<file path="src/rtl/intc_pkg.sv">
// Shared definitions for the interrupt controller: register offsets and FSM states.
package intc_pkg;

  localparam int unsigned ID_W          = 3;
  localparam int unsigned CUR_VALID_BIT = 31;

  localparam logic [1:0] OFF_MASK = 2'd0;
  localparam logic [1:0] OFF_PEND = 2'd1;
  localparam logic [1:0] OFF_CFG  = 2'd2;
  localparam logic [1:0] OFF_CUR  = 2'd3;

  typedef enum logic [1:0] {
    ST_IDLE    = 2'd0,
    ST_ASSERT  = 2'd1,
    ST_SERVICE = 2'd2
  } state_e;

endpackage

</file>
<file path="src/rtl/intc_prio_enc.sv">
// Lowest-set-bit priority encoder: index 0 has the highest priority.
module intc_prio_enc
  import intc_pkg::*;
#(
  parameter int unsigned NSRC = 6
) (
  input  logic [NSRC-1:0] req,
  output logic            any,
  output logic [ID_W-1:0] idx
);

  // Scan from the top down so the lowest set bit is the last one written.
  always_comb begin
    any = 1'b0;
    idx = '0;
    for (int i = int'(NSRC) - 1; i >= 0; i--) begin
      if (req[i]) begin
        any = 1'b1;
        idx = ID_W'(i);
      end
    end
  end

endmodule

</file>
<file path="src/rtl/intc_ctrl.sv">
// Memory-mapped interrupt controller: pending/mask/config registers, priority
// selection and an assert/acknowledge/EOI request sequencer towards CP0.
module intc_ctrl
  import intc_pkg::*;
#(
  parameter int unsigned NSRC = 6,
  parameter logic [31:0] BASE = 32'h0000_7f20
) (
  input  logic            clk,
  input  logic            reset,
  input  logic [NSRC-1:0] src_irq,
  input  logic [31:0]     bus_addr,
  input  logic [31:0]     bus_wdata,
  input  logic [3:0]      bus_byteen,
  output logic [31:0]     bus_rdata,
  output logic            irq_out,
  output logic [2:0]      irq_id,
  input  logic            irq_ack
);

  logic [NSRC-1:0] mask_q, mask_d;
  logic [NSRC-1:0] cfg_q, cfg_d;
  logic [NSRC-1:0] pend_q, pend_d;
  logic [NSRC-1:0] src_dly_q, src_dly_d;
  logic            cur_valid_q, cur_valid_d;
  logic [ID_W-1:0] cur_id_q, cur_id_d;
  logic [ID_W-1:0] irq_id_q, irq_id_d;
  logic            irq_out_q, irq_out_d;
  state_e          state_q, state_d;

  logic            hit;
  logic [1:0]      off;
  logic            wr;
  logic            wr_lane0;
  logic            eoi;
  logic [NSRC-1:0] wlane;
  logic [NSRC-1:0] pend_view;
  logic [NSRC-1:0] active;
  logic [NSRC-1:0] id_onehot;
  logic            id_active;
  logic            any_active;
  logic [ID_W-1:0] sel;
  logic            unused_bits;

  assign hit       = (bus_addr[31:4] == BASE[31:4]);
  assign off       = bus_addr[3:2];
  assign wr        = hit && (bus_byteen != 4'b0000);
  assign wr_lane0  = wr && bus_byteen[0];
  assign eoi       = wr && (off == OFF_CUR);
  assign wlane     = bus_wdata[NSRC-1:0];
  assign unused_bits = ^{bus_addr[1:0], bus_wdata[31:NSRC]};

  // Level sources mirror the live line; edge sources read the latched bit.
  assign pend_view = (pend_q & cfg_q) | (src_irq & ~cfg_q);
  assign active    = pend_view & mask_q;
  assign id_onehot = NSRC'(1) << irq_id_q;
  assign id_active = |(active & id_onehot);

  intc_prio_enc #(.NSRC(NSRC)) u_prio (
    .req (active),
    .any (any_active),
    .idx (sel)
  );

  // Register file next-state: MASK/CFG writes, edge latching with W1C and ack clear.
  always_comb begin
    logic [NSRC-1:0] clr;
    mask_d    = mask_q;
    cfg_d     = cfg_q;
    src_dly_d = src_irq;
    clr       = '0;
    if (wr_lane0 && (off == OFF_MASK)) mask_d = wlane;
    if (wr_lane0 && (off == OFF_CFG))  cfg_d  = wlane;
    if (wr_lane0 && (off == OFF_PEND)) clr    = wlane;
    if ((state_q == ST_ASSERT) && irq_ack) clr = clr | id_onehot;
    // A new rising edge in the same cycle as a clear keeps the bit set.
    pend_d = ((pend_q & ~clr) | (src_irq & ~src_dly_q)) & cfg_q;
  end

  // Request sequencer next-state: no preemption before ack, no nesting in service.
  always_comb begin
    state_d     = state_q;
    irq_id_d    = irq_id_q;
    cur_valid_d = cur_valid_q;
    cur_id_d    = cur_id_q;
    case (state_q)
      ST_IDLE: begin
        if (any_active) begin
          state_d  = ST_ASSERT;
          irq_id_d = sel;
        end
      end
      ST_ASSERT: begin
        if (irq_ack) begin
          state_d     = ST_SERVICE;
          cur_valid_d = 1'b1;
          cur_id_d    = irq_id_q;
        end else if (!id_active) begin
          state_d = ST_IDLE;
        end
      end
      ST_SERVICE: begin
        if (eoi) begin
          state_d     = ST_IDLE;
          cur_valid_d = 1'b0;
        end
      end
      default: state_d = ST_IDLE;
    endcase
    irq_out_d = (state_d == ST_ASSERT);
  end

  // All controller state, cleared by synchronous reset.
  always_ff @(posedge clk) begin
    if (reset) begin
      mask_q      <= '0;
      cfg_q       <= '0;
      pend_q      <= '0;
      src_dly_q   <= '0;
      cur_valid_q <= 1'b0;
      cur_id_q    <= '0;
      irq_id_q    <= '0;
      irq_out_q   <= 1'b0;
      state_q     <= ST_IDLE;
    end else begin
      mask_q      <= mask_d;
      cfg_q       <= cfg_d;
      pend_q      <= pend_d;
      src_dly_q   <= src_dly_d;
      cur_valid_q <= cur_valid_d;
      cur_id_q    <= cur_id_d;
      irq_id_q    <= irq_id_d;
      irq_out_q   <= irq_out_d;
      state_q     <= state_d;
    end
  end

  // Combinational register read; misses return zero.
  always_comb begin
    bus_rdata = 32'h0;
    if (hit) begin
      case (off)
        OFF_MASK: bus_rdata = 32'(mask_q);
        OFF_PEND: bus_rdata = 32'(pend_view);
        OFF_CFG:  bus_rdata = 32'(cfg_q);
        default: begin
          bus_rdata[CUR_VALID_BIT] = cur_valid_q;
          bus_rdata[ID_W-1:0]      = cur_id_q;
        end
      endcase
    end
  end

  assign irq_out = irq_out_q;
  assign irq_id  = irq_id_q;

endmodule

</file>
<file path="config.mk">
export PLATFORM = sky130hd
export DESIGN_NAME = intc_ctrl
export DESIGN_NICKNAME = d
export VERILOG_FILES = /design/src/rtl/intc_pkg.sv /design/src/rtl/intc_prio_enc.sv /design/src/rtl/intc_ctrl.sv
export SDC_FILE = /design/constraint.sdc
export NUM_CORES = 1
export LEC_CHECK = 0
export ABC_AREA = 0
export ABC_CLOCK_PERIOD_IN_PS = 2600
export BUFFER_PORTS_ARGS = -buffer_cell sky130_fd_sc_hd__buf_2
export CORE_MARGIN = 5
export CORE_UTILIZATION = 47
export DETAILED_ROUTE_END_ITERATION = 7
export PLACE_DENSITY_LB_ADDON = 0.12
export SETUP_SLACK_MARGIN = 0.05
export SLEW_MARGIN = 30
export SYNTH_ARGS = -nofsm -noshare
export SYNTH_HDL_FRONTEND = slang
export SYNTH_SLANG_ARGS = --single-unit
</file>
<file path="constraint.sdc">
create_clock -name clk -period 2.6 [get_ports clk]
set_input_delay 0.52 -clock clk [delete_from_list [all_inputs] [get_ports clk]]
set_output_delay 0.52 -clock clk [all_outputs]
set_load 0.05 [all_outputs]
</file>
# After elaboration in Yosys (flattened, before gate mapping)
# Cells that the tools add are included.
# classes
eq_ne	9
shifts	1
n_mux	26
n_bitwise	13
n_reduce_logical	16
# op_table
operator	count
$and A6 B6 Y6	7
$mux W32	1
$eq A28 B11 Y1 const B	1
$mux W3	6
$not A6 Y6	3
$or A6 B6 Y6	3
$pmux W3 S3	2
$mux W6	2
$mux W1	9
$mux W2	4
$logic_and A1 B1 Y1	7
$eq A2 B1 Y1 const B	3
$eq A2 B2 Y1 const B	3
$pmux W2 S3	1
$reduce_or A6 Y1	1
$shl A1 B3 Y6 const A	1
$logic_not A2 Y1	2
$ne A2 B2 Y1 const B	2
$reduce_and A2 Y1	2
$reduce_bool A4 Y1	1
$reduce_and A3 Y1	1
$reduce_or A3 Y1	1
$pmux W1 S2	1
$reduce_bool A2 Y1	1
# totals
register_bits	34
input_bits	77
wordCells	74

# Logic depth before layout (Yosys ltp)
# Gate-level depths: netlist of run 1.
# logic_depth
ltp_word	13
mapped_depth	7
ltp_nobuf	5

# By module
# Synthesis of run 1 repeated with hierarchy kept, for this count alone.
# hier_totals
hier_cells	265
hier_area_um2	2174.6
# by_module_without_submodules
mod	n_inst	cells_each	area_each_um2
intc_ctrl	1	255	2117.0
intc_prio_enc	1	10	57.6

# Worst setup path before layout of run 1
# No wires, ideal clock.
# synth_path
kind	input -> output
startpoint	input port bus_addr[20]
endpoint	output port bus_rdata[0]
t_arrival_ns	2.491
t_required_ns	2.080
slack_ns	-0.411
cell_stages	5
n_path_buf	1
path_cell_list	nor4_1 > nand3_1 > or2_1 > buf_6 > nor3_1
# synth_between
elab_chain_cells	2
# synth_rtl
element	line_no	text
from (decl)	intc_ctrl.sv:12	input logic [31:0] bus_addr,
$eq A28 B11 Y1	intc_ctrl.sv:45	assign hit = (bus_addr[31:4] == BASE[31:4]);
$mux W32	intc_ctrl.sv:141	if (hit) begin
to (decl)	intc_ctrl.sv:15	output logic [31:0] bus_rdata,
# No other way between the ends.

# Worst setup path in the final report of run 1
# layout_path
startpoint	input port bus_addr[17]
endpoint	output port bus_rdata[1]
# Same word-level chain as after synthesis.

==> results of run 1 <==
## Yosys cell counts, types with 2 or more instances
| cell | n |
|---|---|
| a21o_1 | 2 |
| a21oi_1 | 18 |
| a22oi_1 | 2 |
| a32oi_1 | 2 |
| a41o_1 | 6 |
| and4bb_2 | 2 |
| buf_4 | 25 |
| buf_6 | 2 |
| clkbuf_1 | 9 |
| dfxtp_1 | 34 |
| inv_1 | 4 |
| mux2_2 | 7 |
| mux2i_1 | 7 |
| nand2_1 | 19 |
| nand2b_1 | 17 |
| nand3_1 | 4 |
| nand3b_1 | 12 |
| nor2_1 | 21 |
| nor2b_1 | 7 |
| nor3_1 | 5 |
| nor4_1 | 3 |
| o21a_1 | 4 |
| o21ai_0 | 9 |
| o22a_1 | 3 |
| o22ai_1 | 4 |
| o41ai_1 | 4 |
| or3_1 | 2 |
## critical path: cells and delay by family
kind	cells	cell delay, ps
AND/OR/NAND/NOR	4	970
buffers and inverters	2	390
## per-stage QoR
step	cells	cell area (sq um)	utilization, %	hold WS [ps]	total power, mW
global placement	355	2392	54.94	451.9	0.7262
CTS	363	2486	57.10	468.8	1.124
floorplan	274	2228	-	439.6	0.7008
finish	363	2486	57.10	466.2	1.119
detailed placement	355	2392	54.94	458.6	0.7279
global route	363	2486	57.10	493.4	1.170
## state kept, by name, summed over array words and instances (netlist names)
signal	cells
cfg_q	6
cur_id_q	3
cur_valid_q	1
irq_id	3
irq_out	1
mask_q	6
pend_q	6
src_dly_q	6
state_q	2
## cells by family after synthesis
family          Yosys count  synth area share [%]
compound gates           57                 18.50
buf+inv                  41                 12.43
simple gates            102                 28.76
flops                    34                 32.06
mux                      15                 8.073
other cells               1                0.1766
## area by class of cell
| cell class | instances | area share (%) |
|---|---|---|
| multi-input combinational | 199 | 51.74 |
| sequential | 34 | 27.38 |
| timing repair buffer | 66 | 13.99 |
| clock buffer | 7 | 3.473 |
| tap | 52 | 2.617 |
| inverter | 4 | 0.6039 |
| clock inverter | 1 | 0.2013 |
## cell usage in the layout, fill, tap and decap left out, types with 2 or more instances in the layout
cell type	instances
o41ai_1	4
nand3_1	4
a21oi_1	18
and4bb_2	2
dfxtp_1	34
a41o_1	6
inv_1	4
buf_4	7
nor2b_1	7
mux2i_1	7
nor2_1	21
a32oi_1	2
mux2_2	7
nor4_1	3
conb_1	25
nand2_1	19
a22oi_1	2
o21ai_0	9
clkbuf_8	6
nor3_1	2
o21a_1	4
or3_1	2
buf_2	59
o22ai_1	4
nand3b_1	12
nand2b_1	17
o22a_1	3
a21o_1	2
nor3_2	3
## metal layers
metal / part of all wire (%) / GRT usage (%) / vias to the layer above
li1: - / - / 972
met1: 41 / 21.38 / 949
met2: 48 / 31.57 / 84
met3: 11 / 5.269 / 8
met4: 1.3 / 5.326 / 0
met5: 0 / 0 / -
## power by group
group / switching, mW / total, mW / internal, mW
logic: 0.136 / 0.191 / 0.0558
clock network: 0.188 / 0.401 / 0.213
registers: 0.000757 / 0.526 / 0.526
## what timing repair did
action                                  4_1_cts  5_1_grt
hold endpoints to repair                      0        0
resized for setup                             1        0
endpoints found under the setup margin        1        0
## worst max path at each step
stage	from	to	slack (ps)	cells past startpoint
2_1_floorplan	bus_addr[20]	bus_rdata[0]	5	5
3_3_place_gp	bus_addr[17]	bus_rdata[2]	50	6
3_5_place_dp	bus_addr[17]	bus_rdata[1]	40	6
4_1_cts	bus_addr[17]	bus_rdata[1]	160	6
5_1_grt	bus_addr[17]	bus_rdata[1]	90	6
6_report	bus_addr[17]	bus_rdata[1]	200	6
==> metrics.csv, run 1 <==
metric;value;unit
Worst Tran Pin Value;570.8;ps
worst reg2reg path depth;5;
Layout Nets;387;
grt ovf;0;
sequential share of the synthesized area;32.06;%
worst path arrival time;1880;ps
HPWL after detailed placement;4.121;mm
GPL Wtd Cong;0.8240;
crit-path max FO;9;
FP Rows;24;
final setup fails;0;
Clock Sinks;34;
CTS tree;done;
hold path endpoint;cur_valid_q;
CP Cell Sequence;buf_2 > nor4b_4 > nand4_4 > or2_4 > nor3_2 > buf_2;
synthesized instance count;250;
total number of vias;2013;
clk buf depth;2;
Worst EP required;2080;ps
# DRC;0;
IO Pins;113;
r2r setup slk;880;ps
initial antenna violation count;0;
Avg Inst Size Synth;8.493;sq um
ys async rst share;0;%
Final Max Tran Viols;0;
P&R area growth vs syn;17.09;%
largest net degree at the start of global routing;36;
worst vdd ir;0.0002507;V
status;finished clean;
hold buffers post-CTS;0;
Crit path largest cell delay;340;ps
Synth top area share;32.06;%
root buf cell;clkbuf_8;
clk slew on worst S/H paths;60;ps
DR vias/cell;5.545;
Relative slew margins;61.95;%
Die Height;77.22;um
PortBufs;59;
setup bufs post-CTS;0;
final hold violation count;0;
number of global-route vias before repair;1927;
Total GRT Usage;18.14;%
Clock Skew;3.833;ps
number of buffers created by CTS;5;
routed len/inst;14.80;um
max_cap viols;0;
first-pass GRT wire length;9.004;mm
Setup CP Type;input pin to output port;
# fillers;448;
setup tns final;0;ps
#FFs+latches synth;34;
CP Launch Type;input pin;
CP max-delay cell;or2_4;
hold crit path type;flip-flop to flip-flop;
Post-Syn Area;0.002123;sq mm
cell accounting for the most synthesized area;dfxtp_1;
Hold Path Stages;2;
period utilization;92.38;%
Pre-antenna DRT Iters;4;
largest cells by area after synthesis;dfxtp_1, buf_4, nand2b_1;
fin crit period;2402;ps
Antenna Cells;0;
Hold Startpoint;cur_valid_q;
total routed wirelength;5.372;mm
worst slack at placement;38.90;ps
RSZ-0062 raised after global routing;false;
synth warn;0;
CP most frequent cell;buf_2;
Cell variety after synth;43;
multi-input logic area;0.001286;sq mm
H-tree Lvls;2;
layout cells sized above 1;29.90;%
RR Startpoint;cfg_q[0];
full die area;0.005962;sq mm
core area;0.004354;sq mm
PnR worst setup slack;198.1;ps
number of DRC markers in iteration 0;84;
Critical R2R Capture;irq_out;
remaining antenna violation count;0;
ys flop type;dfxtp_1;
EDFF count, synth;0;
leakage;1.038;nW
Crit. End Element;output port;
PD cells;450.2;mW/mm^2
clk_lat worst skew;290;ps
Register Area;680.7;sq um
starting density of the core;48.76;%
Die W;77.22;um
Max Fclk;0.4163;GHz
Note: power is estimated with default switching activity, not from simulation.
==> run 2, diff against run 1 <==
--- a/config.mk
+++ b/config.mk
@@ -6,12 +6,13 @@
 export NUM_CORES = 1
 export LEC_CHECK = 0
 export ABC_AREA = 0
-export ABC_CLOCK_PERIOD_IN_PS = 2600
+export ABC_CLOCK_PERIOD_IN_PS = 2200
 export BUFFER_PORTS_ARGS = -buffer_cell sky130_fd_sc_hd__buf_2
 export CORE_MARGIN = 5
-export CORE_UTILIZATION = 47
+export CORE_UTILIZATION = 41
 export DETAILED_ROUTE_END_ITERATION = 7
 export PLACE_DENSITY_LB_ADDON = 0.12
+export RECOVER_POWER = 50
 export SETUP_SLACK_MARGIN = 0.05
 export SLEW_MARGIN = 30
 export SYNTH_ARGS = -nofsm -noshare
==> constraint.sdc (replaced) <==
create_clock -name clk -period 2.2 [get_ports clk]
set_input_delay 0.44 -clock clk [delete_from_list [all_inputs] [get_ports clk]]
set_output_delay 0.44 -clock clk [all_outputs]
set_load 0.05 [all_outputs]
==> run 2 against run 1 <==
Effect of this change:
- the flow now finishes with violations (capacitance limit)
- register-to-register slack worse by 440 ps
- sequential share of layout area is 2.1 points lower
- routed wire length grew 6.6%
- cell area is 8.3% higher
- combinational power rose by 27%
- critical path type unchanged
==> metrics.csv, run 2 (synthesis results as in run 1) <==
metric;value;unit
Overall Power;1.319;mW
global routing usage on met3;2.961;%
RSZ-0062 raised after global routing;true;
Worst Tran Pin Value;1493;ps
number of global-route vias before repair;1901;
H-tree Lvls;2;
max_cap viols;1;
Setup crit end;bus_rdata[0];
non-filler cells, final;386;
starting density of the core;41.84;%
crit-path max FO;4;
largest net degree at the start of global routing;36;
leakage;1.053;nW
hold buffers post-CTS;0;
Total GRT Usage;17.32;%
CP Launch Type;input pin;
status;finished, violations left;
layout cells sized above 1;30.70;%
RR Startpoint;cfg_q[0];
number of buffers created by CTS;5;
clk_lat worst skew;280;ps
crit path from;bus_addr[24];
DR vias/cell;5.119;
routed len/inst;14.83;um
Design Area, Final;0.002693;sq mm
r2r setup slk;440;ps
Relative slew margins;0.4459;%
Global Route met1 Usage;21.76;%
Pre-antenna DRT Iters;4;
Max Fclk;0.4744;GHz
period utilization;95.82;%
Crit. End Element;output port;
# DRC;0;
commonest cells after routing, fill and taps aside;buf_2, dfxtp_1, conb_1;
HPWL after detailed placement;4.435;mm
CTS tree;done;
violated checks;capacitance limit;
grt ovf;0;
Layout Nets;394;
commonest non-fill, non-tap cell in the layout;buf_2;
Antenna Cells;0;
core area;0.005075;sq mm
# fillers;529;
IO Pins;113;
GPL Wtd Cong;0.8258;
Critical R2R Capture;state_q[0];
fin crit period;2108;ps
Die W;81.97;um
full die area;0.006718;sq mm
P&R area growth vs syn;26.81;%
worst path arrival time;1670;ps
first-pass GRT wire length;8.921;mm
worst reg2reg path depth;5;
PortBufs;59;
PnR worst setup slack;92.04;ps
Die Height;81.97;um
clk buf depth;2;
Setup CP Type;input pin to output port;
Clock Skew;7.489;ps
worst vdd ir;0.0002754;V
Worst EP required;1760;ps
number of DRC markers in iteration 0;61;
clk slew on worst S/H paths;70;ps
placed instance count;379;
placed cell area;0.002534;sq mm
total routed wirelength;5.726;mm
Clock Sinks;34;
PD cells;489.8;mW/mm^2
GR peak layer;met2;
total number of vias;1976;
root buf cell;clkbuf_8;
initial antenna violation count;0;
final hold violation count;0;
worst slack at placement;-43.25;ps
remaining antenna violation count;0;
Final Max Tran Viols;0;
final setup fails;0;
FP Rows;26;
hold crit path type;input pin to flip-flop;
GR Util met2;29.89;%
## run 2: cell types whose count changed in the layout (fill, tap and decap cells not counted), moves of 2 or more
cell and delta:
buf_2 -18, buf_6 +12, clkbuf_1 +7, buf_4 +4, nor2_1 -4, nor2_2 +4, nor3_2 -3, nor4_1 -3
nor4_4 +3, nor3_4 +2
## run 2: worst min-delay path by stage
stage                     depth (start not counted)         from           end  slack, ps
final                                             2   src_irq[4]  src_dly_q[4]        420
after global routing                              2   src_irq[3]  src_dly_q[3]        420
after CTS                                         2   src_irq[0]  src_dly_q[0]        420
after detailed placement                          2  cur_valid_q   cur_valid_q        470
after global placement                            2  cur_valid_q   cur_valid_q        460
after floorplan                                   2  cur_valid_q   cur_valid_q        440
## run 2: timing repair
item                       4_1_cts  5_1_grt
gates resized for setup         15        7
pin swaps                        0        6
setup buffers                    0        1
setup endpoints to repair        7        7
## run 2: critical path, stage by stage
cell     delay (ps)
buf_6           100
nor4b_4         310
nand4_4         110
or2_4           270
buf_12          140
nor3_4          120
buf_6           180
## run 2: layout make-up
class                      instances  area [sq um]  area share [%]
sequential                        34         680.7           25.28
clock buffer                       6         82.58           3.067
inverter                           4         15.01          0.5576
tap                               70         87.58           3.253
timing repair buffer              73         473.0           17.57
multi-input combinational        199          1354           50.28
## run 2: through the flow
stage	util, %	hold slack [ps]	setup TNS [ps]
6_report	53.06	415.5	0
5_1_grt	53.06	423.7	0
4_1_cts	52.56	418.8	0
3_5_place_dp	49.93	466.2	-231.5
3_3_place_gp	49.93	462.8	-159.6
2_1_floorplan	-	439.6	0
## run 2: power breakdown
group / total (mW) / internal [mW] / leakage [nW] / switching (mW)
Combinational: 0.243 / 0.0733 / 0.735 / 0.170
Sequential: 0.622 / 0.621 / 0.275 / 0.000796
Clock: 0.454 / 0.241 / 0.0431 / 0.213
Total: 1.32 / 0.936 / 1.05 / 0.383
## run 2: metal layers
layer,part of all wire (%),vias up
met5,0,-
met4,1.4,0
met3,7.0,7
met2,49,68
met1,42,920
li1,-,981
==> run 3, diff against run 2 <==
--- a/config.mk
+++ b/config.mk
@@ -10,6 +10,7 @@
 export BUFFER_PORTS_ARGS = -buffer_cell sky130_fd_sc_hd__buf_2
 export CORE_MARGIN = 5
 export CORE_UTILIZATION = 41
+export CTS_CLUSTER_DIAMETER = 150
 export DETAILED_ROUTE_END_ITERATION = 7
 export PLACE_DENSITY_LB_ADDON = 0.12
 export RECOVER_POWER = 50
@@ -17,4 +18,5 @@
 export SLEW_MARGIN = 30
 export SYNTH_ARGS = -nofsm -noshare
 export SYNTH_HDL_FRONTEND = slang
+export SYNTH_HIERARCHICAL = 1
 export SYNTH_SLANG_ARGS = --single-unit
==> run 3 against run 2 <==
Effect of this change:
- the flow finishes with violations (setup timing)
- die area increased by 2.1%
- sequential power hardly changed
- non-clock buffer count is 6 higher
- sequential cell count unchanged
- cell area rose by 7.6%
- final cell count up 6.2%
- highest routed layer unchanged
==> metrics.csv, run 3 <==
metric;value;unit
crit-path max FO;5;
commonest cells after routing, fill and taps aside;buf_2, dfxtp_1, nand2b_1;
global routing usage on met3;3.861;%
largest cells by area after synthesis;dfxtp_1, mux2i_1, buf_4;
RSZ-0062 raised after global routing;true;
IO Pins;113;
Comb power frac;17.7;%
CP most frequent cell;buf_6;
Hold Path Stages;2;
first-pass GRT wire length;10.25;mm
full die area;0.006860;sq mm
worst vdd ir;0.0003321;V
# fillers;505;
final setup fails;7;
ys async rst share;0;%
Die Height;82.83;um
P&R area growth vs syn;33.20;%
CP Launch Type;input pin;
Net Sw Power;399.5;uW
final design utilization;56.35;%
hold crit path type;input pin to flip-flop;
hold_ws;371.1;ps
Global Route met1 Usage;22.87;%
main combinational cell family by area after synthesis;simple AND/OR/NAND/NOR gates;
Synth Area in XOR/XNOR;0;%
commonest non-fill, non-tap cell in the layout;buf_2;
max_cap viols;0;
PD cells;489.0;mW/mm^2
HPWL after detailed placement;4.726;mm
clock share of power;38.4;%
largest net degree at the start of global routing;26;
switching share of power;28.21;%
setup tns final;-796.9;ps
number of global-route vias before repair;2071;
Compound-Gate Fraction of Synth Area;14.84;%
placed instance count;398;
P_int;1.017;mW
worst path arrival time;1900;ps
synthesized instance count;265;
Crit path largest cell delay;560;ps
Worst Tran Pin Value;979.6;ps
Crit. End Element;output port;
Setup CP Type;input pin to output port;
FP Rows;26;
PortBufs;59;
number of buffers created by CTS;5;
CTS tree;done;
routed len/inst;15.24;um
Synth Area in Simple Gates;31.99;%
Relative slew margins;34.69;%
sequential share of the synthesized area;31.30;%
Seq pwr share;43.9;%
worst reg2reg path depth;7;
Avg Inst Size Synth;8.206;sq um
core area;0.005140;sq mm
status;finished, violations left;
RR Startpoint;cfg_q[1];
Total GRT Usage;18.42;%
DR vias/cell;4.998;
ys flop type;dfxtp_1;
total routed wirelength;6.250;mm
cell with the most instances after synthesis;dfxtp_1;
root buf cell;clkbuf_8;
grt ovf;0;
GPL Wtd Cong;0.8417;
remaining antenna violation count;0;
Layout Nets;416;
Post-synth top cells;dfxtp_1, nand2b_1, buf_4, nor2_1, mux2i_1;
Final Max Tran Viols;0;
Worst EP required;1760;ps
non-filler cells, final;410;
Antenna Cells;0;
starting density of the core;42.31;%
Die W;82.83;um
Overall Power;1.416;mW
post-synthesis mux area share;9.666;%
GR peak layer;met2;
Max Fclk;0.4267;GHz
EDFF count, synth;0;
layout cells sized above 1;30.00;%
post-synthesis adder-cell area fraction;0;%
CP max-delay cell;or4_4;
initial antenna violation count;0;
Pre-antenna DRT Iters;4;
r2r setup slk;280;ps
clk_lat worst skew;280;ps
clk buf depth;2;
Hold Startpoint;bus_wdata[5];
synth warn;6;
final hold violation count;0;
# DRC;0;
Cell variety after synth;45;
#FFs+latches synth;34;
violated checks;setup timing;
total number of vias;2049;
Clock Skew;3.936;ps
Clock Sinks;34;
Synth top area share;31.30;%
CP Cell Sequence;buf_6 > or4_4 > or3_4 > nor3_4 > buf_6;
H-tree Lvls;2;
hold path endpoint;pend_q[5];
cell accounting for the most synthesized area;dfxtp_1;
Post-Syn Area;0.002175;sq mm
PnR worst setup slack;-143.8;ps
number of DRC markers in iteration 0;123;
fin crit period;2344;ps
Critical R2R Capture;state_q[0];
clk slew on worst S/H paths;70;ps
GR Util met2;30.83;%
leakage;1.165;nW
period utilization;106.5;%
## run 3: kinds of logic (layout without fill, tap and decap cells)
logic type             count (synthesis)  after routing
AOI/OAI and AO/OA                     48             48
and+or+nand+nor                      117            118
buffers and inverters                 44             94
muxes                                 21             21
other                                  1             25
DFF                                   34             34
## run 3: worst max-delay path, delay by kind of cell
| family | cells | cell delay [ps] |
|---|---|---|
| buffers and inverters | 2 | 270 |
| and+or+nand+nor | 3 | 1200 |
## run 3: power groups by stage
stage | logic [mW] | clock network, mW | registers [mW]
after floorplan | 0.195 | 0 | 0.636
after global placement | 0.229 | 0 | 0.636
after detailed placement | 0.231 | 0 | 0.636
after CTS | 0.239 | 0.557 | 0.622
after global routing | 0.267 | 0.589 | 0.622
final | 0.250 | 0.544 | 0.622
## run 3: routing by layer
layer	part of all wire [%]	vias up
met5	0	-
li1	-	1036
met1	43	941
met4	2.0	0
met2	49	63
met3	5.6	9
## run 3: worst max path at each step
stage                            start             to  slack (ps)
final                     bus_addr[27]   bus_rdata[0]        -140
after global routing      bus_addr[17]   bus_rdata[2]        -200
after CTS                 bus_addr[27]   bus_rdata[0]        -140
after detailed placement  bus_addr[27]  bus_rdata[31]        -310
after global placement    bus_addr[27]  bus_rdata[31]        -300
after floorplan           bus_addr[27]  bus_rdata[31]        -350
## run 3: layout make-up
cell class | instances | area [sq um] | share of cell area, %
multi-input combinational | 212 | 1460 | 50.41
sequential | 34 | 680.7 | 23.50
timing repair buffer | 79 | 531.8 | 18.36
clock buffer | 8 | 110.1 | 3.801
tap | 70 | 87.58 | 3.024
inverter | 7 | 26.28 | 0.9071
## run 3: metrics by stage
stage	setup WS, ps	instance area [sq um]
floorplan	-345.4	2341
global placement	-297.4	2600
detailed placement	-308.6	2600
CTS	-141.3	2834
global route	-199.8	2897
finish	-143.8	2897
## run 3: what timing repair did
action                                  4_1_cts  5_1_grt
gates resized for setup                      24       11
setup buffers                                 2        1
pin swaps                                     5        3
endpoints found under the setup margin        7        9
gates cloned                                  1        0
hold buffers                                  0        0
